## src/rtl/modular_inverter.sv

```systemverilog
// Modular inverse M = A^-1 mod p by the binary extended Euclidean algorithm,
// one reduction step per clock, with a start/flag/busy handshake.
module modular_inverter #(
    parameter int n = 10
) (
    input  logic         clk,
    input  logic         reset,
    input  logic         start,
    input  logic [n-1:0] A,
    input  logic [n-1:0] p,
    output logic [n-1:0] M,
    output logic         flag,
    output logic         busy,
    output logic         err
);

    typedef enum logic [1:0] {IDLE, RUN, DONE} state_t;

    localparam logic [n-1:0] one_val   = n'(1);
    localparam logic [n-1:0] three_val = n'(3);

    state_t       state, state_nxt;
    logic [n-1:0] u, v, pm, u_nxt, v_nxt, pm_nxt, m_nxt;
    logic [n:0]   x1, x2, x1_nxt, x2_nxt, p_ext;
    logic         bad, bad_nxt, flag_nxt, busy_nxt, err_nxt;
    logic         accept, operand_bad, finish;

    assign p_ext       = {1'b0, pm};
    assign accept      = start && !busy && (state != RUN);
    assign operand_bad = !p[0] || (p < three_val) || (A == '0) || (A >= p);
    assign finish      = bad || (u == one_val) || (v == one_val) || (u == '0) || (v == '0);

    always_ff @(posedge clk or negedge reset) begin
        if (!reset) state <= IDLE;
        else        state <= state_nxt;
    end

    always_comb begin
        state_nxt = state;
        case (state)
            IDLE, DONE: if (accept) state_nxt = RUN;
            RUN:        if (finish) state_nxt = DONE;
            default:    state_nxt = IDLE;
        endcase
    end

    // Invariant while running: x1*A == u and x2*A == v (mod p), with x1, x2 in [0, p-1].
    always_comb begin
        u_nxt    = u;
        v_nxt    = v;
        pm_nxt   = pm;
        x1_nxt   = x1;
        x2_nxt   = x2;
        m_nxt    = M;
        bad_nxt  = bad;
        flag_nxt = flag;
        busy_nxt = busy;
        err_nxt  = err;
        case (state)
            IDLE, DONE: begin
                if (accept) begin
                    u_nxt    = A;
                    v_nxt    = p;
                    pm_nxt   = p;
                    x1_nxt   = (n+1)'(1);
                    x2_nxt   = '0;
                    m_nxt    = '0;
                    bad_nxt  = operand_bad;
                    flag_nxt = 1'b0;
                    busy_nxt = 1'b1;
                    err_nxt  = 1'b0;
                end else if (busy) begin
                    flag_nxt = 1'b1;
                    busy_nxt = 1'b0;
                end
            end
            RUN: begin
                if (bad) begin
                    err_nxt = 1'b1;
                    m_nxt   = '0;
                end else if (u == one_val) begin
                    m_nxt = x1[n-1:0];
                end else if (v == one_val) begin
                    m_nxt = x2[n-1:0];
                end else if ((u == '0) || (v == '0)) begin
                    err_nxt = 1'b1;
                    m_nxt   = '0;
                end else if (!u[0]) begin
                    u_nxt  = u >> 1;
                    x1_nxt = x1[0] ? ((x1 + p_ext) >> 1) : (x1 >> 1);
                end else if (!v[0]) begin
                    v_nxt  = v >> 1;
                    x2_nxt = x2[0] ? ((x2 + p_ext) >> 1) : (x2 >> 1);
                end else if (u >= v) begin
                    u_nxt  = u - v;
                    x1_nxt = (x1 >= x2) ? (x1 - x2) : (x1 + p_ext - x2);
                end else begin
                    v_nxt  = v - u;
                    x2_nxt = (x2 >= x1) ? (x2 - x1) : (x2 + p_ext - x1);
                end
            end
            default: ;
        endcase
    end

    always_ff @(posedge clk or negedge reset) begin
        if (!reset) begin
            u    <= '0;
            v    <= '0;
            pm   <= '0;
            x1   <= '0;
            x2   <= '0;
            M    <= '0;
            bad  <= 1'b0;
            flag <= 1'b0;
            busy <= 1'b0;
            err  <= 1'b0;
        end else begin
            u    <= u_nxt;
            v    <= v_nxt;
            pm   <= pm_nxt;
            x1   <= x1_nxt;
            x2   <= x2_nxt;
            M    <= m_nxt;
            bad  <= bad_nxt;
            flag <= flag_nxt;
            busy <= busy_nxt;
            err  <= err_nxt;
        end
    end

endmodule

```

## config.mk

```make
export PLATFORM = sky130hd
export DESIGN_NAME = modular_inverter
export DESIGN_NICKNAME = d
export VERILOG_FILES = /design/src/rtl/modular_inverter.sv
export SDC_FILE = /design/constraint.sdc
export NUM_CORES = 1
export LEC_CHECK = 0
export ABC_AREA = 0
export BUFFER_PORTS_ARGS = -buffer_cell sky130_fd_sc_hd__buf_2
export CORE_ASPECT_RATIO = 0.6
export CORE_MARGIN = 1
export CORE_UTILIZATION = 45
export CTS_CLUSTER_SIZE = 10
export DETAILED_ROUTE_END_ITERATION = 7
export PLACE_DENSITY = 0.69
export SYNTH_ARGS = -nofsm -noshare
export SYNTH_HDL_FRONTEND = slang
export SYNTH_SLANG_ARGS = --single-unit
```

## constraint.sdc

```tcl
create_clock -name clk -period 3.4 [get_ports clk]
set_input_delay 0 -clock clk [delete_from_list [all_inputs] [get_ports clk]]
set_output_delay 0 -clock clk [all_outputs]
set_load 0.1 [all_outputs]
```

==> flow_results.xml, run 1 <==
<?xml version="1.0" encoding="UTF-8"?>
<metrics>
  <group name="setup_path">
    <metric name="critical_path.n_buffers_inverters" unit="">0</metric>
    <metric name="critical-path-top-delay-family" unit="">compound AO/OA/AOI/OAI gates</metric>
    <metric name="critPathArrivalTime" unit="ns">3.55</metric>
    <metric name="reg2regPathDepth" unit="">12</metric>
    <metric name="critical_path.cell_chain" unit="">ha_2 &gt; fa_2 &gt; a21o_1 &gt; a221o_1 &gt; o41ai_2 &gt; xnor2_1 &gt; ha_1 &gt; a21o_1 &gt; a41oi_2 &gt; xnor2_1 &gt; nand2_1 &gt; a32oi_1</metric>
    <metric name="worst_reg2reg_startpoint" unit="">pm[0]</metric>
    <metric name="timing.critical_path.required" unit="ns">3.67</metric>
    <metric name="r2r_slack" unit="ns">0.11</metric>
    <metric name="timing.rr.end" unit="">x1[9]</metric>
    <metric name="worstSetupPathType" unit="">reg -&gt; reg</metric>
    <metric name="setup.worst_path.end_class" unit="">register</metric>
    <metric name="cpPeakStageDelay" unit="ns">0.42</metric>
    <metric name="crit_slowest_cell" unit="">sky130_fd_sc_hd__dfrtp_1</metric>
    <metric name="worst_setup_sp_type" unit="">register</metric>
    <metric name="worst_path_fanout_max" unit="">3</metric>
  </group>
  <group name="final_layout">
    <metric name="nets" unit="">1108</metric>
    <metric name="final.fill_count" unit="">1498</metric>
    <metric name="layout-area-overhead-vs-synth" unit="%">15.7</metric>
    <metric name="num_antenna_cells" unit="">0</metric>
    <metric name="final_layout_size_suffix_gt1_frac" unit="">0.161</metric>
    <metric name="layout.cells.non_filler" unit="">1218</metric>
  </group>
  <group name="global_routing">
    <metric name="groute.usage.overall" unit="">0.315</metric>
    <metric name="grt_first_pass_wirelength" unit="um">40300</metric>
    <metric name="grt_overflow_total" unit="">0</metric>
    <metric name="antenna_found_initial" unit="">0</metric>
    <metric name="number_of_global_route_vias_before_repair" unit="">6850</metric>
    <metric name="grt_start_max_net_pins" unit="">69</metric>
  </group>
  <group name="sta">
    <metric name="setup_tns" unit="ns">0</metric>
    <metric name="final_hold_viol_count" unit="">0</metric>
    <metric name="max_slew_margin" unit="">0.264</metric>
    <metric name="setup_viol_count_final" unit="">0</metric>
    <metric name="drv_slew" unit="">0</metric>
    <metric name="unrepaired_setup_endpoints_after_global_routing" unit="">true</metric>
    <metric name="post-route-period-util" unit="">0.967</metric>
    <metric name="timing.fmax" unit="GHz">0.304</metric>
    <metric name="timing_worst_slew_pin_value" unit="ns">1.10</metric>
    <metric name="layout_min_cycle_time" unit="ns">3.29</metric>
    <metric name="finClkSkew" unit="ns">0.00537</metric>
  </group>
  <group name="logic_synthesis">
    <metric name="synth.area.top_cells" unit="">sky130_fd_sc_hd__dfrtp_1 23%, sky130_fd_sc_hd__ha_1 15%, sky130_fd_sc_hd__xnor2_1 5.1%</metric>
    <metric name="number_of_enable_flip_flop_cells_after_synthesis" unit="">0</metric>
    <metric name="synth_cells" unit="">909</metric>
    <metric name="postSynthAreaPerCell" unit="sq um">8.27</metric>
    <metric name="mappedNetlistArea" unit="sq um">7510</metric>
    <metric name="synth_largest_type_area_fraction" unit="">0.226</metric>
    <metric name="synth-warning-count" unit="">0</metric>
    <metric name="synth_ff_type" unit="">sky130_fd_sc_hd__dfrtp_1</metric>
    <metric name="net_count_after_synthesis" unit="">1032</metric>
    <metric name="synth_cell_type_count" unit="">75</metric>
    <metric name="ys_async_sr_fraction" unit="">1.00</metric>
    <metric name="synth.ff_latch_count" unit="">68</metric>
    <metric name="seq_area_frac_synth" unit="">0.226</metric>
    <metric name="synth_top_area_cell" unit="">sky130_fd_sc_hd__dfrtp_1</metric>
  </group>
  <group name="placement">
    <metric name="post-place-cells" unit="">1190</metric>
    <metric name="routabilityCongestion" unit="">0.958</metric>
    <metric name="detailedPlacementHpwl" unit="um">20400</metric>
    <metric name="number_of_buffers_added_on_ports" unit="">35</metric>
  </group>
  <group name="die">
    <metric name="core_area" unit="sq um">16300</metric>
    <metric name="floorplan.initialDensity" unit="">0.462</metric>
    <metric name="die_h" unit="um">102</metric>
    <metric name="die-area" unit="sq um">17200</metric>
    <metric name="chipWidth" unit="um">169</metric>
    <metric name="design.portCount" unit="">36</metric>
    <metric name="core.rowCount" unit="">36</metric>
  </group>
  <group name="cts">
    <metric name="clk-insertion-delay-late" unit="ns">0.35</metric>
    <metric name="numCtsBuffers" unit="">9</metric>
    <metric name="clk_pin_slew_worst_paths" unit="ns">0.06</metric>
    <metric name="ctsHtreeMaxLevel" unit="">3</metric>
    <metric name="ctsRootBufferMaster" unit="">sky130_fd_sc_hd__clkbuf_16</metric>
    <metric name="numClockSinks" unit="">68</metric>
    <metric name="cts_buffer_depth" unit="">2</metric>
    <metric name="tritoncts_clock_tree" unit="">built</metric>
  </group>
  <group name="hold_path">
    <metric name="min_delay_endpoint" unit="">v[2]</metric>
    <metric name="worst_hold_startpoint" unit="">p[2]</metric>
    <metric name="hold_path_depth" unit="">3</metric>
    <metric name="path_category_of_the_worst_min_delay_check" unit="">in -&gt; reg</metric>
  </group>
  <group name="routing">
    <metric name="drt_first_pass_iters" unit="">6</metric>
    <metric name="via_per_inst" unit="">6.12</metric>
    <metric name="drtIter0Drc" unit="">869</metric>
    <metric name="route.detailed.wl_per_inst" unit="um">21.3</metric>
    <metric name="drcViolationCount" unit="">0</metric>
    <metric name="dr_total_vias" unit="">7459</metric>
    <metric name="drtAntennaViolNets" unit="">0</metric>
    <metric name="drt-total-wl" unit="um">25900</metric>
  </group>
  <group name="outcome">
    <metric name="status" unit="">complete, no violations</metric>
  </group>
  <group name="job">
    <metric name="max_cap_viol_count" unit="">0</metric>
  </group>
</metrics>
[metrics by stage]
step                      setup slack, ns  cell area [sq um]   util  hold slack (ns)
after floorplan                     0.286               7510      -           -0.296
after global placement             0.0645               8230  0.506            0.212
after detailed placement           0.0288               8230  0.506            0.212
after CTS                          0.0515               8610  0.530          0.00973
after global routing              -0.0792               8690  0.534           0.0281
final                               0.113               8690  0.534           0.0144
[per-layer routing]
layer  part of all wire  vias to the layer above  track usage
met1               0.50                     3497        0.506
met5                  0                        -            0
li1                   -                     3462            -
met2               0.34                      477        0.388
met3               0.16                       23        0.111
met4             0.0092                        0       0.0469
[final cells by class]
class	count	area, sq um	area share
Multi-Input combinational cell	730	5420	0.624
Sequential cell	68	1700	0.196
Timing Repair Buffer	104	731	0.0841
Tap cell	228	285	0.0328
Inverter	72	270	0.0311
Clock buffer	9	225	0.0259
Clock inverter	7	58.8	0.00677
[state kept, by name (all words and copies together), names as in the netlist]
signal  cells
M          10
bad         1
busy        1
err         1
flag        1
pm         10
state       2
u          10
v          10
x1         11
x2         11
[cell families after synthesis]
family / count (synthesis) / synth area share
simple gates: 262 / 0.169
fa+ha+maj: 100 / 0.175
xor+xnor: 64 / 0.0746
compound gates: 283 / 0.265
mux: 21 / 0.0285
buf+inv: 111 / 0.0623
flops: 68 / 0.226
[worst reg2reg max path, cell delays in order (launching register included)]
cell and delay [ns]:
sky130_fd_sc_hd__dfrtp_1 0.42, sky130_fd_sc_hd__ha_2 0.22, sky130_fd_sc_hd__fa_2 0.36, sky130_fd_sc_hd__a21o_1 0.21
sky130_fd_sc_hd__a221o_1 0.37, sky130_fd_sc_hd__o41ai_2 0.32, sky130_fd_sc_hd__xnor2_1 0.14, sky130_fd_sc_hd__ha_1 0.36
sky130_fd_sc_hd__a21o_1 0.20, sky130_fd_sc_hd__a41oi_2 0.17, sky130_fd_sc_hd__xnor2_1 0.14, sky130_fd_sc_hd__nand2_1 0.07
sky130_fd_sc_hd__a32oi_1 0.22
[worst max-delay path by stage]
stage          startpoint     to  slack, ns  cells past startpoint
6_report            pm[0]  x1[9]       0.11                     12
5_1_grt             pm[0]  x1[9]      -0.08                     12
4_1_cts             pm[0]  x2[8]       0.05                     13
3_5_place_dp        pm[0]  x1[9]       0.03                     12
3_3_place_gp        pm[0]  x1[9]       0.06                     12
2_1_floorplan       x1[0]  x1[9]       0.29                     12
[Yosys cell counts, types with 5 or more instances]
cell	n
sky130_fd_sc_hd__a211oi_1	17
sky130_fd_sc_hd__a21o_1	25
sky130_fd_sc_hd__a21oi_1	55
sky130_fd_sc_hd__a221o_1	5
sky130_fd_sc_hd__a221oi_1	26
sky130_fd_sc_hd__a22o_1	5
sky130_fd_sc_hd__a31oi_1	6
sky130_fd_sc_hd__a41oi_1	5
sky130_fd_sc_hd__and3_1	8
sky130_fd_sc_hd__buf_2	7
sky130_fd_sc_hd__clkbuf_1	25
sky130_fd_sc_hd__dfrtp_1	68
sky130_fd_sc_hd__fa_1	8
sky130_fd_sc_hd__ha_1	92
sky130_fd_sc_hd__inv_1	70
sky130_fd_sc_hd__mux2i_1	18
sky130_fd_sc_hd__nand2_1	75
sky130_fd_sc_hd__nand2_2	9
sky130_fd_sc_hd__nand2b_1	13
sky130_fd_sc_hd__nand3_1	10
sky130_fd_sc_hd__nor2_1	70
sky130_fd_sc_hd__nor2b_1	14
sky130_fd_sc_hd__nor3_1	29
sky130_fd_sc_hd__nor4_1	5
sky130_fd_sc_hd__o211ai_1	5
sky130_fd_sc_hd__o21a_1	7
sky130_fd_sc_hd__o21ai_0	59
sky130_fd_sc_hd__o21ai_2	9
sky130_fd_sc_hd__o31ai_1	10
sky130_fd_sc_hd__or3_1	6
sky130_fd_sc_hd__xnor2_1	44
sky130_fd_sc_hd__xor2_1	20
[layout by cell type (no fill, tap or decap), types with 10 or more instances in the layout]
| master | count |
|---|---|
| sky130_fd_sc_hd__nor2_1 | 69 |
| sky130_fd_sc_hd__mux2i_1 | 18 |
| sky130_fd_sc_hd__a221oi_1 | 26 |
| sky130_fd_sc_hd__nand2_1 | 75 |
| sky130_fd_sc_hd__buf_4 | 60 |
| sky130_fd_sc_hd__ha_1 | 91 |
| sky130_fd_sc_hd__nand2b_1 | 13 |
| sky130_fd_sc_hd__buf_2 | 34 |
| sky130_fd_sc_hd__a211oi_1 | 15 |
| sky130_fd_sc_hd__a21o_1 | 25 |
| sky130_fd_sc_hd__nor2b_1 | 14 |
| sky130_fd_sc_hd__a21oi_1 | 53 |
| sky130_fd_sc_hd__xor2_1 | 20 |
| sky130_fd_sc_hd__xnor2_1 | 43 |
| sky130_fd_sc_hd__nor3_1 | 28 |
| sky130_fd_sc_hd__o21ai_0 | 57 |
| sky130_fd_sc_hd__o31ai_1 | 10 |
| sky130_fd_sc_hd__inv_1 | 70 |
| sky130_fd_sc_hd__nand3_1 | 10 |
| sky130_fd_sc_hd__dfrtp_1 | 68 |
[repair_timing]
action | CTS | global route
hold buffers | 9 | 0
hold endpoints to repair | 76 | 0
buffers inserted | 0 | 3
resized for setup | 1 | 14
pin swaps | 0 | 7
setup endpoints to repair | 1 | 25
Power of run 1 is left out: the tool's default activity adds up to more than one toggle a clock period on the data nets, which glitch-free logic cannot reach.
==> run 2: changes to the inputs <==
- SETUP_SLACK_MARGIN: default -> 0.5
==> flow_results.xml, run 2 (same netlist as run 1, synthesis figures left out) <==
<?xml version="1.0" encoding="UTF-8"?>
<metrics>
  <group name="cts">
    <metric name="numClockSinks" unit="">68</metric>
    <metric name="cts_buffer_depth" unit="">2</metric>
    <metric name="ctsHtreeMaxLevel" unit="">3</metric>
    <metric name="tritoncts_clock_tree" unit="">built</metric>
    <metric name="numCtsBuffers" unit="">9</metric>
    <metric name="clk_pin_slew_worst_paths" unit="ns">0.06</metric>
    <metric name="clk-insertion-delay-late" unit="ns">0.35</metric>
    <metric name="ctsRootBufferMaster" unit="">sky130_fd_sc_hd__clkbuf_16</metric>
  </group>
  <group name="sta">
    <metric name="max_slew_margin" unit="">0.236</metric>
    <metric name="timing.fmax" unit="GHz">0.309</metric>
    <metric name="fin_worst_hold_slack" unit="ns">-0.000497</metric>
    <metric name="drv_slew" unit="">0</metric>
    <metric name="setup_tns" unit="ns">0</metric>
    <metric name="final_hold_viol_count" unit="">1</metric>
    <metric name="layout_min_cycle_time" unit="ns">3.24</metric>
    <metric name="setup_viol_count_final" unit="">0</metric>
    <metric name="finClkSkew" unit="ns">0.0119</metric>
    <metric name="post-route-period-util" unit="">0.952</metric>
    <metric name="timing_worst_slew_pin_value" unit="ns">1.15</metric>
    <metric name="unrepaired_setup_endpoints_after_global_routing" unit="">true</metric>
  </group>
  <group name="setup_path">
    <metric name="critical_path.cell_chain" unit="">ha_4 &gt; fa_2 &gt; a21o_1 &gt; a221o_1 &gt; o41ai_2 &gt; xnor2_1 &gt; ha_1 &gt; a21o_1 &gt; a41oi_2 &gt; xnor2_1 &gt; nand2_1 &gt; a32oi_2</metric>
    <metric name="worst_setup_sp_type" unit="">register</metric>
    <metric name="worst_path_fanout_max" unit="">3</metric>
    <metric name="cpPeakStageDelay" unit="ns">0.45</metric>
    <metric name="critPathArrivalTime" unit="ns">3.49</metric>
    <metric name="critical_path.n_buffers_inverters" unit="">0</metric>
    <metric name="critical-path-top-delay-family" unit="">compound AO/OA/AOI/OAI gates</metric>
    <metric name="timing.critical_path.required" unit="ns">3.65</metric>
    <metric name="crit_slowest_cell" unit="">sky130_fd_sc_hd__dfrtp_2</metric>
    <metric name="setup.worst_path.end_class" unit="">register</metric>
    <metric name="worstSetupPathType" unit="">reg -&gt; reg</metric>
  </group>
  <group name="routing">
    <metric name="drtAntennaViolNets" unit="">0</metric>
    <metric name="drt-total-wl" unit="um">27900</metric>
    <metric name="drt_first_pass_iters" unit="">5</metric>
    <metric name="route.detailed.wl_per_inst" unit="um">22.0</metric>
    <metric name="drtIter0Drc" unit="">873</metric>
    <metric name="dr_total_vias" unit="">7921</metric>
    <metric name="drcViolationCount" unit="">0</metric>
    <metric name="via_per_inst" unit="">6.25</metric>
  </group>
  <group name="die">
    <metric name="die-area" unit="sq um">17200</metric>
    <metric name="die_h" unit="um">102</metric>
    <metric name="design.portCount" unit="">36</metric>
    <metric name="core.rowCount" unit="">36</metric>
    <metric name="core_area" unit="sq um">16300</metric>
    <metric name="floorplan.initialDensity" unit="">0.462</metric>
    <metric name="chipWidth" unit="um">169</metric>
  </group>
  <group name="global_routing">
    <metric name="globalRouteMet3Util" unit="">0.116</metric>
    <metric name="grt_overflow_total" unit="">0</metric>
    <metric name="most_used_layer_global_route" unit="">met1</metric>
    <metric name="grt_start_max_net_pins" unit="">53</metric>
    <metric name="number_of_global_route_vias_before_repair" unit="">7202</metric>
    <metric name="grt_first_pass_wirelength" unit="um">41600</metric>
    <metric name="groute.usage.overall" unit="">0.320</metric>
    <metric name="met2_layer_usage_reported_by_global_route" unit="">0.418</metric>
    <metric name="antenna_found_initial" unit="">0</metric>
    <metric name="globalRouteMet1Util" unit="">0.488</metric>
  </group>
  <group name="final_layout">
    <metric name="multiInputGateArea" unit="sq um">6060</metric>
    <metric name="final.fill_count" unit="">1341</metric>
    <metric name="final_layout_size_suffix_gt1_frac" unit="">0.295</metric>
    <metric name="final-seq-area" unit="sq um">1720</metric>
    <metric name="layout-area-overhead-vs-synth" unit="%">30.8</metric>
    <metric name="largestRegisters" unit="">x1 x11, x2 x11</metric>
    <metric name="nets" unit="">1157</metric>
    <metric name="layout_commonest_cell" unit="">sky130_fd_sc_hd__buf_4</metric>
    <metric name="final_cell_mix" unit="">97 x sky130_fd_sc_hd__buf_4, 78 x sky130_fd_sc_hd__ha_1, 72 x sky130_fd_sc_hd__nand2_1, 67 x sky130_fd_sc_hd__inv_1, 59 x sky130_fd_sc_hd__nor2_1</metric>
    <metric name="num_antenna_cells" unit="">0</metric>
  </group>
  <group name="placement">
    <metric name="routabilityCongestion" unit="">0.975</metric>
    <metric name="number_of_buffers_added_on_ports" unit="">35</metric>
    <metric name="detailedPlacementHpwl" unit="um">20100</metric>
  </group>
  <group name="outcome">
    <metric name="status" unit="">finished with violations</metric>
    <metric name="violations_in_the_final_reports" unit="">hold timing</metric>
  </group>
  <group name="job">
    <metric name="max_cap_viol_count" unit="">0</metric>
  </group>
  <group name="hold_path">
    <metric name="path_category_of_the_worst_min_delay_check" unit="">in -&gt; reg</metric>
  </group>
</metrics>
-- run 2: changes by cell type in the layout (fill, tap and decap cells not counted), sizes merged --
cell | before | now
inv | 74 | 72
clkinv | 4 | 1
clkinvlp | 1 | 2
clkbuf | 9 | 11
bufinv | 0 | 2
buf | 95 | 146
dlygate4sd3 | 9 | 7
-- run 2: what timing repair did --
item / CTS / global route
hold buffers: 7 / 0
setup endpoints to repair: 33 / 37
endpoints found under the hold margin: 57 / 0
resized for setup: 47 / 111
buffers inserted: 20 / 25
pin swaps: 53 / 60
cloned: 0 / 0
-- run 2: cell type report --
class,instances,share of cell area
Inverter,72,0.0281
Clock buffer,11,0.0247
Sequential cell,68,0.175
Tap cell,228,0.0290
Clock inverter,5,0.00853
Multi-Input combinational cell,730,0.617
Timing Repair Buffer,153,0.118
-- run 2: layer usage --
| metal | vias up | wire (um) |
|---|---|---|
| met3 | 46 | 3890 |
| met1 | 3846 | 12800 |
| met2 | 474 | 10700 |
| li1 | 3555 | - |
| met4 | 0 | 495 |
| met5 | - | 0 |
-- run 2: path summary, 6_finish.rpt --
path                            startpoint      to  slack [ns]  depth (start not counted)
worst max-delay path                 pm[0]   x1[9]        0.16                         12
min in group asynchronous            reset  x2[10]        0.24                          2
worst min-delay path                  p[5]   pm[5]     -0.0005                          3
max in group asynchronous            reset   x1[1]        2.41                          3
worst max register to register       pm[0]   x1[9]        0.16                         12
worst min register to register        flag    flag        0.48                          2
-- run 2: worst min-delay path, stage by stage --
cell,delay (ns)
sky130_fd_sc_hd__buf_2,0.11
sky130_fd_sc_hd__inv_1,0.09
sky130_fd_sc_hd__o21ai_0,0.09
-- run 2: per-stage QoR --
step	instances	hold WS [ns]	setup WS (ns)	cell area (sq um)	util
floorplan	909	-0.296	0.370	7580	-
global placement	1199	0.102	0.0795	8360	0.514
detailed placement	1199	0.103	0.0305	8360	0.514
CTS	1242	0.000520	0.163	9090	0.559
global route	1267	0.0232	0.0774	9830	0.604
finish	1267	-0.000497	0.164	9830	0.604
Power of run 2 is left out for the same reason.
